<file path="src/rtl/fft_r22sdf_bf.sv">
// Radix-2^2 single-delay-feedback butterfly stage (BF-I or BF-II).
// The stage derives its own butterfly/rotation control from a sample counter.
// The counter advances only on accepted samples (en_i); sync_i realigns it.
// The output is either full precision (DW+1 bits) or rounded-half-up to DW bits.
module fft_r22sdf_bf #(
   parameter int DW      = 25,
   parameter int FSR_LEN = 4,
   parameter int MODE    = 0,
   parameter int GROW    = 1,
   localparam int OW     = DW + GROW
) (
   input  logic                 clk_i,
   input  logic                 rst_i,
   input  logic                 en_i,
   input  logic                 sync_i,
   input  logic signed [DW-1:0] x_re_i,
   input  logic signed [DW-1:0] x_im_i,
   output logic                 valid_o,
   output logic signed [OW-1:0] z_re_o,
   output logic signed [OW-1:0] z_im_o,
   output logic                 sat_o
);

   localparam int LW = $clog2(FSR_LEN);   // bit of k that selects the butterfly half
   localparam int CW = LW + 2;            // counter spans 4*L samples
   localparam int PW = LW + 1;            // priming counter reaches L-1

   localparam logic signed [DW-1:0] SMIN = {1'b1, {(DW-1){1'b0}}};
   localparam logic signed [DW-1:0] SMAX = ~SMIN;

   // Negation that clamps the single unrepresentable case (-2^(DW-1)).
   function automatic logic signed [DW-1:0] neg_sat(input logic signed [DW-1:0] a);
      if (a == SMIN) return SMAX;
      return -a;
   endfunction

   // Output formatting: pass through, or (v+1)>>>1 evaluated one bit wider so +1 cannot wrap.
   function automatic logic signed [OW-1:0] fmt_out(input logic signed [DW:0] v);
      logic signed [DW+1:0] t;
      t = {v[DW], v} + (DW+2)'(1);
      if (GROW != 0) return OW'(v);
      return OW'(t >>> 1);
   endfunction

   logic [CW-1:0]        cnt_q, cnt_d;
   logic [PW-1:0]        pcnt_q, pcnt_d;
   logic                 primed_q, primed_d;
   logic                 valid_q, valid_d;
   logic                 sat_q, sat_d;
   logic signed [DW:0]   dl_re_q [FSR_LEN];
   logic signed [DW:0]   dl_im_q [FSR_LEN];
   logic signed [DW:0]   dl_re_d [FSR_LEN];
   logic signed [DW:0]   dl_im_d [FSR_LEN];
   logic signed [OW-1:0] z_re_q, z_re_d, z_im_q, z_im_d;

   logic [CW-1:0]        k;
   logic                 sel, rot;
   logic signed [DW-1:0] xr, xi;
   logic signed [DW:0]   xr_e, xi_e, d_re, d_im, bf_re, bf_im, din_re, din_im;

   // Control decode, -j rotation, butterfly and next-state for every register.
   always_comb begin
      cnt_d    = cnt_q;
      pcnt_d   = pcnt_q;
      primed_d = primed_q;
      sat_d    = sat_q;
      z_re_d   = z_re_q;
      z_im_d   = z_im_q;
      dl_re_d  = dl_re_q;
      dl_im_d  = dl_im_q;
      valid_d  = en_i && primed_q;

      k   = sync_i ? '0 : cnt_q;
      sel = k[LW];
      rot = (MODE != 0) && sel && k[LW+1];

      xr = x_re_i;
      xi = x_im_i;
      if (rot) begin
         xr = x_im_i;
         xi = neg_sat(x_re_i);
      end
      xr_e = {xr[DW-1], xr};
      xi_e = {xi[DW-1], xi};

      d_re = dl_re_q[FSR_LEN-1];
      d_im = dl_im_q[FSR_LEN-1];
      if (sel) begin
         bf_re  = d_re + xr_e;
         bf_im  = d_im + xi_e;
         din_re = d_re - xr_e;
         din_im = d_im - xi_e;
      end else begin
         bf_re  = d_re;
         bf_im  = d_im;
         din_re = xr_e;
         din_im = xi_e;
      end

      if (en_i) begin
         cnt_d  = k + CW'(1);
         z_re_d = fmt_out(bf_re);
         z_im_d = fmt_out(bf_im);
         for (int i = FSR_LEN - 1; i > 0; i--) begin
            dl_re_d[i] = dl_re_q[i-1];
            dl_im_d[i] = dl_im_q[i-1];
         end
         dl_re_d[0] = din_re;
         dl_im_d[0] = din_im;
         if (rot && (x_re_i == SMIN)) sat_d = 1'b1;
         if (!primed_q) begin
            if (pcnt_q == PW'(FSR_LEN - 1)) primed_d = 1'b1;
            else                            pcnt_d   = pcnt_q + PW'(1);
         end
      end
   end

   // State registers; reset clears control, delay line and outputs alike.
   always_ff @(posedge clk_i or posedge rst_i) begin
      if (rst_i) begin
         cnt_q    <= '0;
         pcnt_q   <= '0;
         primed_q <= 1'b0;
         valid_q  <= 1'b0;
         sat_q    <= 1'b0;
         z_re_q   <= '0;
         z_im_q   <= '0;
         dl_re_q  <= '{default: '0};
         dl_im_q  <= '{default: '0};
      end else begin
         cnt_q    <= cnt_d;
         pcnt_q   <= pcnt_d;
         primed_q <= primed_d;
         valid_q  <= valid_d;
         sat_q    <= sat_d;
         z_re_q   <= z_re_d;
         z_im_q   <= z_im_d;
         dl_re_q  <= dl_re_d;
         dl_im_q  <= dl_im_d;
      end
   end

   assign valid_o = valid_q;
   assign z_re_o  = z_re_q;
   assign z_im_o  = z_im_q;
   assign sat_o   = sat_q;

endmodule
</file>
<file path="config.mk">
export PLATFORM = sky130hd
export DESIGN_NAME = fft_r22sdf_bf
export DESIGN_NICKNAME = d
export VERILOG_FILES = /design/src/rtl/fft_r22sdf_bf.sv
export SDC_FILE = /design/constraint.sdc
export NUM_CORES = 1
export LEC_CHECK = 0
export ABC_AREA = 1
export CORE_ASPECT_RATIO = 0.75
export CORE_UTILIZATION = 34
export CTS_CLUSTER_DIAMETER = 40
export DETAILED_ROUTE_END_ITERATION = 12
export PLACE_DENSITY = 0.57
export SYNTH_ARGS = -nofsm -noshare
export SYNTH_HDL_FRONTEND = slang
export SYNTH_SLANG_ARGS = --single-unit
export TNS_END_PERCENT = 100
</file>
<file path="constraint.sdc">
create_clock -name clk_i -period 8.9 [get_ports clk_i]
set_clock_uncertainty 0.1 [all_clocks]
set_input_delay 1.78 -clock clk_i [delete_from_list [all_inputs] [get_ports clk_i]]
set_output_delay 1.78 -clock clk_i [all_outputs]
set_load 0.01 [all_outputs]
</file>
### Word level (Yosys, flattened, before mapping)

Index checks and enable logic that the tools add are counted.
Widths: inputs -> output; s select.

| word-level totals | value |
|---|---|
| output and inout bits | 54 |
| register bits | 269 |
| bits of input ports | 54 |
| logic and storage cells | 37 |

| operators by class | value |
|---|---|
| multiplexer cells | 10 |
| reduce and logical (&&, ||, !) cells | 2 |
| add/sub/neg operators | 8 |
| bitwise logic cells | 2 |
| equal/unequal tests | 1 |

Operator list:

| cell | count |
|---|---|
| $mux 26 | 6 |
| $add 26x2->27 const B | 2 |
| $add 26x25->26 | 2 |
| $sub 26x25->26 | 2 |
| $add 4x1->4 const B | 1 |
| $mux 4 | 1 |
| $add 3x1->3 const B | 1 |
| $eq 3x2->1 const B | 1 |
| $mux 1 | 3 |
| $reduce_and 3->1 | 1 |
| $not 1->1 | 2 |
| $logic_and 1x1->1 | 1 |

### Logic depth before layout (Yosys ltp)

Gate-level depths: netlist (run 1).

| depth | value |
|---|---|
| depth after elaboration | 4 |
| depth in mapped cells | 16 |
| depth with buffers taken out | 15 |

### Worst setup path before layout (run 1)

OpenSTA, ideal clock, no wires.

| timing path | value |
|---|---|
| kind | input -> register |
| from | in x_im_i[0] |
| to | reg dl_im_q[94] (netlist name) |
| required time | 8,677 ps |
| stages on the path | 12 |
| library setup time | 123 ps |
| path buffers | 0 |
| arrival time | 3,202 ps |
| slack | 5,475 ps |
| cell sequence | ha_1 > fa_1 > inv_1 > nand2_1 > o21ai_2 > nand2_1 > nand2_2 > nand2_1 > nand3_1 > nand2_1 > o21ai_0 > nand2_1 |

| on the way | value |
|---|---|
| cells in the longest elaborated chain, start to end | 2 |

RTL lines:

| what | line | source |
|---|---|---|
| from (decl) | 17 | `input logic signed [DW-1:0] x_im_i,` |
| $sub 26x25->26 | 92 | `din_im = d_im - xi_e;` |
| $mux 26 | 88 | `if (sel) begin` |
| to (signal assigned) | 139 | `dl_im_q <= dl_im_d;` |
| to (decl) | 51 | `logic signed [DW:0] dl_im_q [FSR_LEN];` |

Every way passes these cells.
A chain may end at the register's enable or synchronous reset.

### Worst setup path after layout (run 1)

| timing path | value |
|---|---|
| from | in sync_i |
| to | reg z_re_q[13] (netlist: z_re_o[13]) |

| on the way | value |
|---|---|
| cells in the longest elaborated chain, start to end | 4 |

RTL lines:

| what | line | source |
|---|---|---|
| from (decl) | 15 | `input logic sync_i,` |
| $mux 4 * | 73 | `k = sync_i ? '0 : cnt_q;` |
| $mux 26 * | 88 |  |
| $add 26x2->27 | 40 | `t = {v[DW], v} + (DW+2)'(1);` |
| $mux 26 * | 42 | `return OW'(t >>> 1);` |
| to (signal assigned) | 136 | `z_re_q <= z_re_d;` |
| to (decl) | 54 | `logic signed [OW-1:0] z_re_q, z_re_d, z_im_q, z_im_d;` |

Every way passes the cells marked *; elsewhere a longest branch is shown, timed or not.

==> metrics.md, run 1 <==
| Metric | Value |
|---|---|
| CTS Buffer Depth | 3 |
| Largest net degree at the start of global routing | 117 |
| Setup-failing EPs final | 0 |
| Seq/Total Area, Yosys | 0.372 |
| Clock power frac | 0.380 |
| Register area | 6710 sq um |
| Post-Syn Area | 18,000 sq um |
| HPWL after detailed placement | 47,400 um |
| CP max FO | 68 |
| Remaining global-route overflow | 0 |
| WP data required | 9.23 ns |
| Sequential power share | 0.328 |
| Syn avg cell area | 6.76 sq um |
| Antenna diodes | 0 |
| Postcts setup bufs | 0 |
| Peak supply drop | 0.000132 V |
| Sum Neg Setup Slack | 0 ns |
| Finished Core Util | 0.406 |
| # DRC | 0 |
| Multi-input gate area | 9330 sq um |
| Crit Path Class | in -> reg |
| Slew at the pin closest to its max-slew limit | 1.07 ns |
| Yosys top cell area share | 0.372 |
| Starting Density | 0.347 |
| Clk sink count | 268 |
| Power per cell area | 217 nW/um^2 |
| Mapped Cells | 2,668 |
| Die area | 54,000 sq um |
| Crit path time final | 4.45 ns |
| First-pass GRT wire length | 97,000 um |
| Crit start category | primary input |
| Final #Nets | 2,880 |
| Min Hold Slack | 0.370 ns |
| FF+latch count, synth | 268 |
| FMAX | 0.225 GHz |
| Predominant post-synthesis flop cell | dfrtp_1 |
| Gate power share | 0.292 |
| Ys async rst share | 1.00 |
| Unrepaired setup endpoints after global routing | false |
| Distinct cells, synth | 42 |
| Syn. warnings | 0 |
| IO Port Bufs | 106 |
| Cell-internal power | 2.87 mW |
| DR pass1 iterations | 5 |
| Vias/cell | 5.00 |
| Fin. Hold Viols | 0 |
| CTS H-Tree Depth | 2 |
| CTS tree | done |
| Clock transition at path regs | 0.05 ns |
| Max cap viols | 0 |
| Vias | 17,300 |
| Number of global-route vias before repair | 16,100 |
| Min-delay worst type | reg -> reg |
| Cts hold-fix bufs | 0 |
| Post-synth EDFFs | 0 |
| Core ar. | 52,000 sq um |
| Cells after DPL | 3,373 |
| Post_cts resized | 0 |
| Antenna Nets Post-Route | 0 |
| Switching power | 1.71 mW |
| Die Span Y | 202 um |
| Area delta synth->final | 16.8% |
| Row count | 72 |
| Final total power | 4.58 mW |
| Status | finished clean |
| Synth Net Count | 2,829 |
| Routed WL per cell | 18.2 um |
| Die Span X | 268 um |
| Initial DRC count | 1,766 |
| Share of post-route cells with drive strength above 1 | 0.0486 |
| Initial antenna violation count | 1 |
| Final period util | 0.500 |
| Final GP Congestion | 0.966 |
| Switching part of the total | 0.374 |
| Gr usage total | 0.235 |
| Top post-synthesis cells by area | dfrtp_1 (37%), nand2_1 (19%), inv_1 (8.1%) |
| Inserted Clock Buffers | 47 |
| Fillers | 5,503 |
| Clk root buf | clkbuf_16 |
| Worst slew margin | 0.286 |
| Non-Filler Instances | 3,459 |
| Worst path arrival time | 4.78 ns |
| Largest area contributor in the netlist | dfrtp_1 |
| Fin. max-slew vios | 0 |
| CP Capture Type | flop |
| Total Wirelength | 63,000 um |
| Pleak | 10.8 nW |
| IO Count | 108 |
| Worst-skew pair later-pin latency | 0.58 ns |
## synth_stat cells (5+ instances only)
| library cell | number |
|---|---|
| o21bai_1 | 27 |
| buf_4 | 5 |
| dfrtp_1 | 268 |
| nor3_1 | 19 |
| buf_1 | 8 |
| o21ai_0 | 192 |
| nand3b_1 | 5 |
| clkbuf_1 | 42 |
| nand3_1 | 143 |
| o21ai_1 | 16 |
| o211ai_1 | 8 |
| nand4_1 | 35 |
| inv_2 | 8 |
| nand2_1 | 894 |
| a31oi_1 | 6 |
| buf_2 | 52 |
| a21oi_1 | 187 |
| xor2_1 | 21 |
| ha_1 | 103 |
| nor2_2 | 8 |
| a21oi_2 | 8 |
| inv_1 | 388 |
| nor2_1 | 178 |
## placed cells by master (no fill, tap or decap), types with 48 or more instances in the layout
cell type,n
o21ai_0,192
nand2_1,893
nand3_1,143
nor2_1,178
ha_1,103
a21oi_1,187
clkdlybuf4s50_1,105
dfrtp_1,268
clkbuf_16,48
inv_1,386
## through the flow
stage               area (sq um)  setup slack [ns]
finish                     21100              4.45
global route               21100              4.43
CTS                        21100              4.64
detailed placement         19600              4.04
global placement           19600              4.07
floorplan                  18000              3.48
## flip-flops by register name, indices dropped and copies added, names as in the netlist
register  cells
valid_o       1
pcnt_q        3
primed_q      1
dl_re_q      78
z_re_o       26
cnt_q         3
d_im         26
z_im_o       26
dl_im_q      78
d_re         26
## final timing paths
| kind | from | end | slack (ns) | depth (start not counted) |
|---|---|---|---|---|
| min in group asynchronous | rst_i | valid_o | 1.57 | 2 |
| worst max-delay path | sync_i | z_re_o[13] | 4.45 | 8 |
| worst max register to register | cnt_q[2] | z_re_o[13] | 5.86 | 6 |
| max in group asynchronous | rst_i | d_im[16] | 5.78 | 3 |
| worst min-delay path | dl_re_q[56] | dl_re_q[56] | 0.37 | 2 |
| worst min register to register | dl_re_q[56] | dl_re_q[56] | 0.37 | 2 |
## critical path: stages
cell,delay [ns]
clkdlybuf4s50_1,0.46
inv_1,0.13
nand2_4,0.27
inv_2,0.49
buf_4,0.84
nand2_1,0.10
o21ai_0,0.52
nand2_1,0.10
## power groups by stage
stage / Clock (mW) / Sequential (mW) / Combinational, mW
finish: 1.74 / 1.50 / 1.34
detailed placement: 0 / 1.52 / 1.31
CTS: 1.79 / 1.50 / 1.32
floorplan: 0 / 1.51 / 0.845
global placement: 0 / 1.52 / 1.31
global route: 1.84 / 1.52 / 1.48
## area by class of cell
class | instances | area share
multi-input combinational | 1891 | 0.443
sequential | 268 | 0.318
inverter | 396 | 0.0710
clock buffer | 55 | 0.0601
timing repair buffer | 115 | 0.0542
tap | 703 | 0.0417
clock inverter | 31 | 0.0123
## logic make-up (layout without fill, tap and decap cells)
| group | count (synthesis) | count (layout) | share of synthesized area |
|---|---|---|---|
| compound gates | 456 | 456 | 0.135 |
| mux | 1 | 1 | 0.000624 |
| simple gates | 1302 | 1302 | 0.293 |
| xor+xnor | 24 | 24 | 0.0116 |
| other cells | 1 | 1 | 0.000208 |
| flops | 268 | 268 | 0.372 |
| buf+inv | 509 | 597 | 0.112 |
| fa+ha+maj | 107 | 107 | 0.0759 |
## routing by layer
metal,vias to the layer above,wire [um],track usage
met3,50,5030,0.0468
met1,8191,34400,0.398
met5,-,0,0
met2,557,22600,0.289
li1,8512,-,-
met4,0,882,0.0496
No activity file was read; power rests on OpenSTA's default activity.
==> inputs of run 2 (changes only) <==
==> constraint.sdc (replaced) <==
create_clock -name clk_i -period 4 [get_ports clk_i]
set_clock_uncertainty 0.1 [all_clocks]
set_input_delay 0.8 -clock clk_i [delete_from_list [all_inputs] [get_ports clk_i]]
set_output_delay 0.8 -clock clk_i [all_outputs]
set_load 0.01 [all_outputs]
==> run 2 against run 1 <==
Effect of this change:
- global-route usage up 0.40 points
- routed wire length up 1.9%
- clock-buffer cell count down 2
- sequential share of layout area down 0.35 points
- hold slack worse by 0.0010 ns
- final cell count up 0.17%
- critical path type unchanged
- critical endpoint is now dl_im_q[94]
- largest power group unchanged
==> metrics.md, run 2 (synthesis gave the netlist of run 1 again) <==
| Metric | Value |
|---|---|
| Initial DRC count | 1,790 (+1.4%) |
| Vias | 17,400 (+0.66%) |
| RR Endpoint | dl_im_q[94] |
| Crit start category | primary input |
| Most Crowded Layer GR | met1 |
| Max incr delay on CP | 0.47 ns (-0.37 ns) |
| Antenna Nets Post-Route | 0 (unchanged) |
| Vias/cell | 5.03 (+0.48%) |
| Most common cell after layout, fill and taps aside | nand2_1 |
| FF-to-FF path depth | 13 (+7) |
| Most frequent cells in the layout | nand2_1 (893), inv_1 (386), dfrtp_1 (268), o21ai_0 (192), a21oi_1 (187) |
| Register area | 6710 sq um (unchanged) |
| Gr usage total | 0.239 (+0.00404) |
| IO Port Bufs | 106 (unchanged) |
| IO Count | 108 (unchanged) |
| Crit Path Class | in -> reg |
| Fin. max-slew vios | 0 (unchanged) |
| Cts hold-fix bufs | 0 (unchanged) |
| Final Worst Setup Slack | 0.836 ns (-3.61 ns) |
| Die Span X | 268 um (unchanged) |
| Power per cell area | 491 nW/um^2 (+130%) |
| Fin. Hold Viols | 0 (unchanged) |
| DP Worst Slack | 0.304 ns (-3.73 ns) |
| Max cap viols | 0 (unchanged) |
| CP max FO | 4 (-94%) |
| DR pass1 iterations | 6 (+1) |
| Min-delay worst type | reg -> reg |
| Starting Density | 0.347 (unchanged) |
| Largest net degree at the start of global routing | 156 (+33%) |
| Worst slew margin | 0.446 (+0.159) |
| Worst-skew pair later-pin latency | 0.58 ns (about the same) |
| Inserted Clock Buffers | 45 (-4.3%) |
| Clock transition at path regs | 0.06 ns (about the same) |
| Final GP Congestion | 0.993 (+2.8%) |
| Remaining global-route overflow | 0 (unchanged) |
| CTS tree | done |
| Met3 usage | 0.0534 (+0.00661) |
| Status | finished clean |
| Met2 GRT Util | 0.293 (+0.00361) |
| Number of global-route vias before repair | 16,300 (+1.0%) |
| Crit path time final | 3.16 ns |
| Peak supply drop | 0.000292 V (+120%) |
| Cells after DPL | 3,383 (+0.30%) |
| Final #Nets | 2,888 (+0.28%) |
| Total Wirelength | 64,100 um (+1.9%) |
| First-pass GRT wire length | 98,300 um (+1.3%) |
| Share of post-route cells with drive strength above 1 | 0.0511 (+0.00245) |
| Clk sink count | 268 (unchanged) |
| Pleak | 10.9 nW (+1.1%) |
| Clk root buf | clkbuf_16 |
| CP Capture Type | flop |
| Worst path cell trace | clkdlybuf4s50_1 > ha_1 > fa_1 > inv_1 > nand2_1 > o21ai_2 > nand2_1 > nand2_2 > nand2_1 > nand3_1 > nand2_1 > o21ai_0 > nand2_1 |
| HPWL after detailed placement | 48,500 um (+2.4%) |
| Min Hold Slack | 0.369 ns (-0.00101 ns) |
| Postcts setup bufs | 0 (unchanged) |
| CTS Buffer Depth | 3 (unchanged) |
| Routed WL per cell | 18.5 um (+1.7%) |
| Final period util | 0.791 |
| Worst setup startpoint | x_im_i[0] |
| Core ar. | 52,000 sq um (unchanged) |
| Post_cts resized | 0 (unchanged) |
| RR Startpoint | d_im[0] |
| FMAX | 0.316 GHz |
| GR Util met1 | 0.402 (+0.00436) |
| Non-Filler Instances | 3,465 (+0.17%) |
| Slowest CP cell | clkdlybuf4s50_1 |
| Slew at the pin closest to its max-slew limit | 0.830 ns (-0.240 ns) |
| Crit-path most repeated cell | nand2_1 |
| Critical path endpoint | dl_im_q[94] |
| Worst path arrival time | 3.52 ns (-1.26 ns) |
| WP data required | 4.36 ns (-4.87 ns) |
| Final total power | 10.5 mW (+130%) |
| Die Span Y | 202 um (unchanged) |
| Die area | 54,000 sq um (unchanged) |
| Row count | 72 (unchanged) |
| Initial antenna violation count | 1 (unchanged) |
| # DRC | 0 (unchanged) |
| Area delta synth->final | 18.1% |
| Setup-failing EPs final | 0 (unchanged) |
| Flop-to-flop setup slack | 1.15 ns (-4.71 ns) |
| CTS H-Tree Depth | 2 (unchanged) |
| Regs by FF count | dl_im_q: 78 flops, dl_re_q: 78 flops |
| Multi-input gate area | 9330 sq um (unchanged) |
| Fillers | 5,457 (-0.84%) |
| Unrepaired setup endpoints after global routing | false |
-- run 2: cell count changes in the layout (fill, tap and decap cells not counted), moves of 5 or more --
cell / before / now
buf_12: 1 / 8
clkinv_4: 7 / 0
bufinv_16: 0 / 5
inv_6: 9 / 14
-- run 2: layout make-up --
cell class,count,share of cell area
Clock buffer,53,0.0575
Timing Repair Buffer,125,0.0612
Tap cell,703,0.0413
Inverter,396,0.0703
Antenna cell,1,0.000117
Clock inverter,28,0.0173
Sequential cell,268,0.315
Multi-Input combinational cell,1891,0.438
-- run 2: worst min-delay path by stage --
stage | slack [ns] | start | endpoint | depth (start not counted)
finish | 0.37 | dl_im_q[62] | dl_im_q[62] | 2
global route | 0.39 | dl_re_q[56] | dl_re_q[56] | 2
CTS | 0.37 | dl_im_q[49] | d_im[23] | 2
detailed placement | 0.36 | primed_q | valid_o | 2
global placement | 0.35 | dl_im_q[52] | dl_im_q[52] | 2
floorplan | 0.34 | primed_q | valid_o | 2
-- run 2: layer usage --
metal  vias up  routed length [um]
met4         0                1000
li1       8529                   -
met5         -                   0
met2       576               22900
met1      8251               34800
met3        68                5410
-- run 2: stage by stage --
step / instance area [sq um] / TNS (ns) / utilization
floorplan: 18000 / -117.78 / -
global route: 21300 / 0 / 0.410
detailed placement: 19700 / 0 / 0.379
CTS: 21300 / 0 / 0.410
finish: 21300 / 0 / 0.410
global placement: 19700 / 0 / 0.379
-- run 2: worst max-delay path, delay by kind of cell --
kind | cells | cell delay, ns
AO/OA/AOI/OAI | 2 | 0.62
adder cells (fa/ha/maj) | 2 | 0.69
AND/OR/NAND/NOR | 7 | 0.79
buffers and inverters | 2 | 0.61
-- run 2: where the power goes --
group          total, mW  switching, mW  internal, mW
clock               4.10           1.54          2.57
combinational       3.02           2.04         0.987
sequential          3.35          0.257          3.09
total               10.5           3.83          6.64
